--- config.mk ---
export PLATFORM = sky130hd
export DESIGN_NAME = instr_fetch_unit
export DESIGN_NICKNAME = d
export VERILOG_FILES = /design/src/rtl/fetch_pkg.sv /design/src/rtl/fetch_fifo.sv /design/src/rtl/instr_fetch_unit.sv
export SDC_FILE = /design/constraint.sdc
export NUM_CORES = 1
export LEC_CHECK = 0
export CAP_MARGIN = 20
export CORE_MARGIN = 3
export CORE_UTILIZATION = 39
export CTS_CLUSTER_SIZE = 30
export DETAILED_ROUTE_END_ITERATION = 6
export PLACE_DENSITY = 0.79
export SLEW_MARGIN = 10
export SYNTH_ARGS = -nofsm -noshare
export SYNTH_HDL_FRONTEND = slang
export SYNTH_SLANG_ARGS = --single-unit
--- constraint.sdc ---
create_clock -name clk -period 5.2 [get_ports clk]
set_clock_uncertainty 0.2 [all_clocks]
set_input_delay 1.04 -clock clk [delete_from_list [all_inputs] [get_ports clk]]
set_output_delay 1.04 -clock clk [all_outputs]
set_load 0.02 [all_outputs]
--- src/rtl/fetch_pkg.sv ---
// fetch_pkg: shared types and default widths for the instruction fetch stage
package fetch_pkg;
    localparam int FETCH_ADDR_W = 11;
    localparam int FETCH_DATA_W = 32;
    typedef enum logic {IDLE, RUN} fetch_state_t;
    typedef struct packed {
        logic [FETCH_ADDR_W-1:0] pc;
        logic [FETCH_DATA_W-1:0] instr;
    } fetch_entry_t;
endpackage

--- src/rtl/fetch_fifo.sv ---
// fetch_fifo: synchronous prefetch FIFO with flush, push/pop at any occupancy
module fetch_fifo import fetch_pkg::*; #(
    parameter int DEPTH = 2,
    parameter type entry_t = fetch_entry_t
) (
    input  logic                           clk,
    input  logic                           rst_n,
    input  logic                           flush,
    input  logic                           push,
    input  entry_t                         wdata,
    input  logic                           pop,
    output entry_t                         rdata,
    output logic [$clog2(DEPTH+1)-1:0]     count
);
    localparam int AW = $clog2(DEPTH);
    localparam int CW = $clog2(DEPTH + 1);
    entry_t mem [DEPTH];
    logic [AW-1:0] wp, rp;
    assign rdata = mem[rp];
    always_ff @(posedge clk) begin
        if (!rst_n) begin
            wp <= '0;
            rp <= '0;
            count <= '0;
            for (int i = 0; i < DEPTH; i++) mem[i] <= '0;
        end else begin
            if (push) mem[wp] <= wdata;
            wp <= flush ? '0 : wp + AW'(push);
            rp <= flush ? '0 : rp + AW'(pop);
            count <= flush ? '0 : count + CW'(push) - CW'(pop);
        end
    end
endmodule

--- src/rtl/instr_fetch_unit.sv ---
// instr_fetch_unit: prefetching instruction fetch stage with load/redirect and valid/ready output
module instr_fetch_unit import fetch_pkg::*; #(
    parameter int ADDR_W = FETCH_ADDR_W,
    parameter int DATA_W = FETCH_DATA_W,
    parameter int DEPTH = 2
) (
    input  logic              clk,
    input  logic              rst_n,
    input  logic [ADDR_W-1:0] start_pc,
    input  logic              load_pc,
    input  logic              redirect_en,
    input  logic [ADDR_W-1:0] redirect_pc,
    output logic              mem_rd,
    output logic [ADDR_W-1:0] mem_addr,
    input  logic [DATA_W-1:0] mem_rdata,
    output logic              instr_valid,
    input  logic              instr_ready,
    output logic [DATA_W-1:0] instr,
    output logic [ADDR_W-1:0] instr_pc
);
    localparam int CW = $clog2(DEPTH + 1);
    typedef struct packed {
        logic [ADDR_W-1:0] pc;
        logic [DATA_W-1:0] instr;
    } entry_t;
    fetch_state_t state, state_nxt;
    logic [ADDR_W-1:0] fetch_pc, pc_tag;
    logic [CW-1:0] count;
    logic inflight, flush, push, pop, issue;
    entry_t head;
    always_ff @(posedge clk) begin
        state <= !rst_n ? IDLE : state_nxt;
    end
    always_comb begin
        state_nxt = load_pc ? RUN : state;
    end
    always_comb begin
        flush = load_pc || (state == RUN && redirect_en);
        push = inflight && !flush;
        issue = state == RUN && !load_pc && !redirect_en &&
                (int'(count) + int'(inflight) - int'(pop) < DEPTH);
    end
    always_ff @(posedge clk) begin
        if (!rst_n) begin
            fetch_pc <= '0;
            pc_tag <= '0;
            inflight <= 1'b0;
        end else begin
            inflight <= issue;
            if (issue) pc_tag <= fetch_pc;
            fetch_pc <= load_pc ? start_pc :
                        (state == RUN && redirect_en) ? redirect_pc :
                        issue ? fetch_pc + ADDR_W'(1) : fetch_pc;
        end
    end
    fetch_fifo #(.DEPTH(DEPTH), .entry_t(entry_t)) u_fifo (
        .clk(clk),
        .rst_n(rst_n),
        .flush(flush),
        .push(push),
        .wdata('{pc: pc_tag, instr: mem_rdata}),
        .pop(pop),
        .rdata(head),
        .count(count)
    );
    assign instr_valid = count != '0;
    assign pop = instr_valid && instr_ready;
    assign mem_rd = issue;
    assign mem_addr = fetch_pc;
    assign instr = head.instr;
    assign instr_pc = head.pc;
endmodule

==> run metrics, run 1 <==
crit share post-route=~90%; actual slew at the worst max-slew pin=~900 ps; vias in the first global route=~3700; Max Slew Vio Count=0; CTS Buf Count=17; # H-tree levels=4; Sequential cell area=between 3000 and 4000 um^2; share of the synthesized area in the top cell type=approximately half; CP Class=input port to primary output; status=finished clean; synth warn=0; crit path launch type=input port; Peak VDD IR=approximately 0.00019 V; Layout area overhead=36.2%; drt drc=0; Rel. slew slack=around two fifths; Max clock buf depth=2; CTS tree=done; pwr dens=between 300 and 400 nW/um^2; Post-synth ARST share=0%; Fillers=between 1000 and 1500; Inst Count DP=about 690; final WL=11.5 mm; row count=41; Total Routing Usage GR=around 16%; gpl congestion=between 0.8 and 0.9; Net Count, Synth=484; minimum clock period=4670 ps; Initial Util=40.9%; fin cells=722; mean post-synth cell area=12.5 um^2; Req. time, crit path=around 4000 ps; most used cell, CP=clkdlybuf4s50_1; total global routing overflow=0; final instance area=approximately 7000 um^2; IO Count=roughly 120; Post-synth EDFFs=between 80 and 90; cells along the critical path=clkdlybuf4s50_1 -> and2_1 -> ha_1 -> nor2b_1 -> fa_1 -> nand2b_4 -> nand3_2 -> inv_2 -> clkdlybuf4s50_1; sequential share of the synthesized area=roughly three fifths; clk sinks=114; cts repair resizes=0; hpwl dp=between 7 and 8 mm; final setup fails=0; Final Hold Viols=0; worst skew pair latency=approximately 410 ps; Static Leak=~0.0026 uW; Critical Path Max Stage Delay=600 ps; CP Capture Type=primary output; placed standard-cell area=~6500 um^2; setup_tns=0 ps; f_max=between 200 and 250 MHz; die area=between 10000 and 15000 um^2; Clock Pin Slew Worst Setup and Hold Paths=50 ps; core area=around 13000 um^2; Root Buffer=clkbuf_16; crit-path max FO=11; routed vias=approximately 3600; Synth Instances=420; Synth Register Bits=114; CP arrival=roughly 3400 ps; CTS Hold Bufs=0; max-cap violation count=0; Tot Pwr=2410 uW; nets=about 600; footprint of the multi-input gates=between 1500 and 2000 um^2; die height=122 um; first-pass detailed-route iteration total=4; largest cells by area after synthesis=edfxtp_1, dfxtp_1, and2_1; drt via density=~5.0; unique cell type count in the Yosys netlist=53; routed length per instance=between 15 and 20 um; Hold Path Class=flip-flop to flip-flop; share of cells above drive strength 1=18.0%; n_diodes=0; Antenna Nets Post-Route=0; ys flop type=edfxtp_1; first-pass GRT wire length=~18 mm; Die W=roughly 120 um; netlist area before placement=around 5300 um^2; port buffer count=roughly 110; largest net degree at the start of global routing=45; worst hold margin=between 200 and 300 ps; unrepaired setup endpoints after global routing=no; Yosys top cell by area=edfxtp_1; Iter 0 DRT Violations=230; critical path's slowest cell=clkdlybuf4s50_1; initial antenna violation count=0; postcts setup bufs=0
[cell usage in the layout, fill, tap and decap left out, types with 8 or more instances in the layout]
cell             synthesis  layout
dfxtp_1                 28      27
nor2_1                  13      13
mux2_2                  45      45
edfxtp_1                86      86
inv_1                    9       9
a21oi_1                 22      22
clkbuf_16                0      17
clkdlybuf4s50_1          0     114
and2_1                  87      87
buf_4                    2       8
nand2_1                 34      34
[layout make-up]
cell class	instances	share of cell area, %
Clock buffer	20	6.24
Multi-Input combinational cell	271	27.0
Sequential cell	114	43.9
Timing Repair Buffer	123	17.2
Tap cell	172	3.00
Clock inverter	12	2.22
Inverter	10	0.524
[worst paths after layout]
kind / from / endpoint / slack (ps) / cells past startpoint
max: instr_ready / mem_rd / 530 / 9
min: pc_tag[9] / pc_tag[9] / 260 / 2
max reg2reg: u_fifo.count[1] / mem_addr[8] / 2200 / 10
min reg2reg: pc_tag[9] / pc_tag[9] / 260 / 2
[state kept, by name, summed over array words and instances (netlist names)]
| register | count |
|---|---|
| u_fifo.mem | 86 |
| mem_addr | 11 |
| pc_tag | 11 |
| u_fifo.count | 2 |
| inflight | 1 |
| state | 1 |
| u_fifo.rp | 1 |
| u_fifo.wp | 1 |
[through the flow]
step           setup slack (ps)  utilization [%]
4_1_cts                     523             55.4
6_report                    530             55.6
3_3_place_gp                581             50.7
3_5_place_dp                534             50.7
5_1_grt                     374             55.6
2_1_floorplan              90.2                -
[critical path, delay by kind of cell]
kind                     cells  cell delay (ps)
buffers and inverters        3             1090
adder cells (fa/ha/maj)      2              780
AND/OR/NAND/NOR              4              510
[where the power goes]
part           switching, uW  internal [uW]
logic                   97.3            107
clock network            403            766
registers               23.0           1010
[routing by layer]
metal  track usage (%)  share of wire (%)  routed length [um]  vias to the layer above
li1                  -                  -                   -                     1718
met1              20.5                 43                4960                     1705
met2              26.0                 48                5460                      142
met3              5.15                7.9                 904                       18
met4              5.60                1.3                 154                        0
met5                 0                  0                   0                        -
[synth_stat cells, types with 2 or more instances]
master / n
a211oi_2: 2
a21oi_1: 22
a221oi_1: 2
a31oi_1: 3
and2_1: 87
and3_1: 3
buf_2: 10
buf_4: 2
buf_6: 6
clkbuf_1: 5
clkbuf_2: 2
dfxtp_1: 28
edfxtp_1: 86
ha_1: 4
inv_1: 9
mux2_2: 45
nand2_1: 34
nand2_2: 2
nand2b_1: 3
nand3_1: 7
nand4_1: 2
nor2_1: 13
nor2b_1: 2
nor3_1: 3
o21ai_0: 3
o22a_1: 2
o31a_1: 3
xnor2_1: 4
xor2_1: 2
[kinds of logic (layout without fill, tap and decap cells)]
family                     count (synthesis)  in the layout  share of synthesized area (%)
AOI/OAI and AO/OA                         49             49                           6.59
xor gates and xnor gates                   6              6                          0.999
adders and majority gates                  5              5                           1.33
buffers and inverters                     35            165                           3.78
DFF                                      114            114                           59.8
muxes                                     46             46                           9.82
and+or+nand+nor                          165            165                           17.7
Note: power is estimated with default switching activity, not from simulation.
==> run 2: changes to the inputs <==
--- a/config.mk
+++ b/config.mk
@@ -5,7 +5,6 @@
 export SDC_FILE = /design/constraint.sdc
 export NUM_CORES = 1
 export LEC_CHECK = 0
-export CAP_MARGIN = 20
 export CORE_MARGIN = 3
 export CORE_UTILIZATION = 39
 export CTS_CLUSTER_SIZE = 30
==> run 2 against run 1 <==
Against the previous run: sequential power about the same; highest routed layer unchanged; critical path type unchanged; combinational power about the same; core utilization decreased by 0.21 points.
==> run metrics, run 2 (same netlist as run 1, synthesis figures left out) <==
status=finished clean; die height=~120 um; Max clock buf depth=2; max FFs per register=86; Fillers=between 1000 and 1500; met2 Use GR=a little over a quarter; CP Capture Type=primary output; Hold Path Class=flip-flop to flip-flop; CTS Hold Bufs=0; hpwl dp=between 7 and 8 mm; max-cap violation count=0; initial antenna violation count=0; final setup fails=0; Req. time, crit path=slightly below 4000 ps; Antenna Nets Post-Route=0; minimum clock period=between 4000 and 5000 ps; CTS tree=done; nets=600; Largest Register=u_fifo.mem; postcts setup bufs=0; Root Buffer=clkbuf_16; n_diodes=0; Peak VDD IR=0.000192 V; total global routing overflow=0; Max Slew Vio Count=0; IO Count=about 120; first-pass GRT wire length=~18 mm; port buffer count=~110; f_max=around 210 MHz; drt via density=~4.9; pwr dens=337 nW/um^2; GR Layer Usage met3=5.15%; Layout area overhead=35.7%; hold path cells=2; Total Routing Usage GR=roughly 16%; Initial Util=40.9%; share of cells above drive strength 1=about 18%; CTS Buf Count=17; Rel. slew slack=approximately 25%; Clock Pin Slew Worst Setup and Hold Paths=~50 ps; row count=41; unrepaired setup endpoints after global routing=no; most frequent cells in the layout=clkdlybuf4s50_1, and2_1, edfxtp_1, mux2_2, nand2_1; grt met1 use=20.5%; final WL=around 11 mm; die area=around 15000 um^2; cts repair resizes=0; Iter 0 DRT Violations=231; largest net degree at the start of global routing=45; CP Class=input port to primary output; gpl congestion=slightly below 0.9; crit path launch type=input port; Die W=between 100 and 150 um; crit share post-route=about nine tenths; worst skew pair latency=~410 ps; core area=12900 um^2; Final Hold Viols=0; Static Leak=approximately 0.0026 uW; Tot Pwr=about 2400 uW; vias in the first global route=3693; routed vias=3567; first-pass detailed-route iteration total=4; clk sinks=114; R2R cell count=10; setup_tns=0 ps; Top Usage Layer GRT=met2; crit-path max FO=11; most common cell after layout, fill and taps aside=clkdlybuf4s50_1; CP arrival=around 3400 ps; actual slew at the worst max-slew pin=between 1000 and 1500 ps; # H-tree levels=4; routed length per instance=roughly 16 um; drt drc=0
-- run 2: through the flow --
step	hold WS, ps	util, %	worst slack [ps]	instances	instance area, um^2
detailed placement	253	50.7	534	689	6530
finish	258	55.4	529	721	7140
CTS	260	55.4	523	721	7140
global route	278	55.4	374	721	7140
floorplan	240	-	90.2	420	5260
global placement	246	50.7	581	689	6530
-- run 2: per-layer routing --
metal	wire, um	up-vias
li1	-	1717
met1	5010	1693
met2	5410	137
met3	836	20
met4	163	0
met5	0	-
-- run 2: final timing paths --
check / end / start / slack (ps)
max: mem_rd / instr_ready / 530
min: pc_tag[3] / pc_tag[3] / 260
min reg2reg: pc_tag[3] / pc_tag[3] / 260
max reg2reg: mem_addr[8] / u_fifo.count[1] / 2210
-- run 2: report_power, final --
group          internal (uW)  switching [uW]
combinational            107            96.8
clock                    766             403
sequential              1010            23.1
-- run 2: cell type report --
type,instances,area (um^2),area share (%)
clock buffers,20,447,6.26
flip-flops and latches,114,3140,44.1
well taps,172,215,3.02
repair buffers,122,1200,16.8
clock inverters,12,159,2.23
inverters,10,37.5,0.526
multi-input cells,271,1930,27.1
-- run 2: worst max-delay path, stage by stage --
cell,delay (ps)
clkdlybuf4s50_1,390
and2_1,170
ha_1,300
nor2b_1,60
fa_1,480
nand2b_4,180
nand3_2,100
inv_2,100
clkdlybuf4s50_1,600
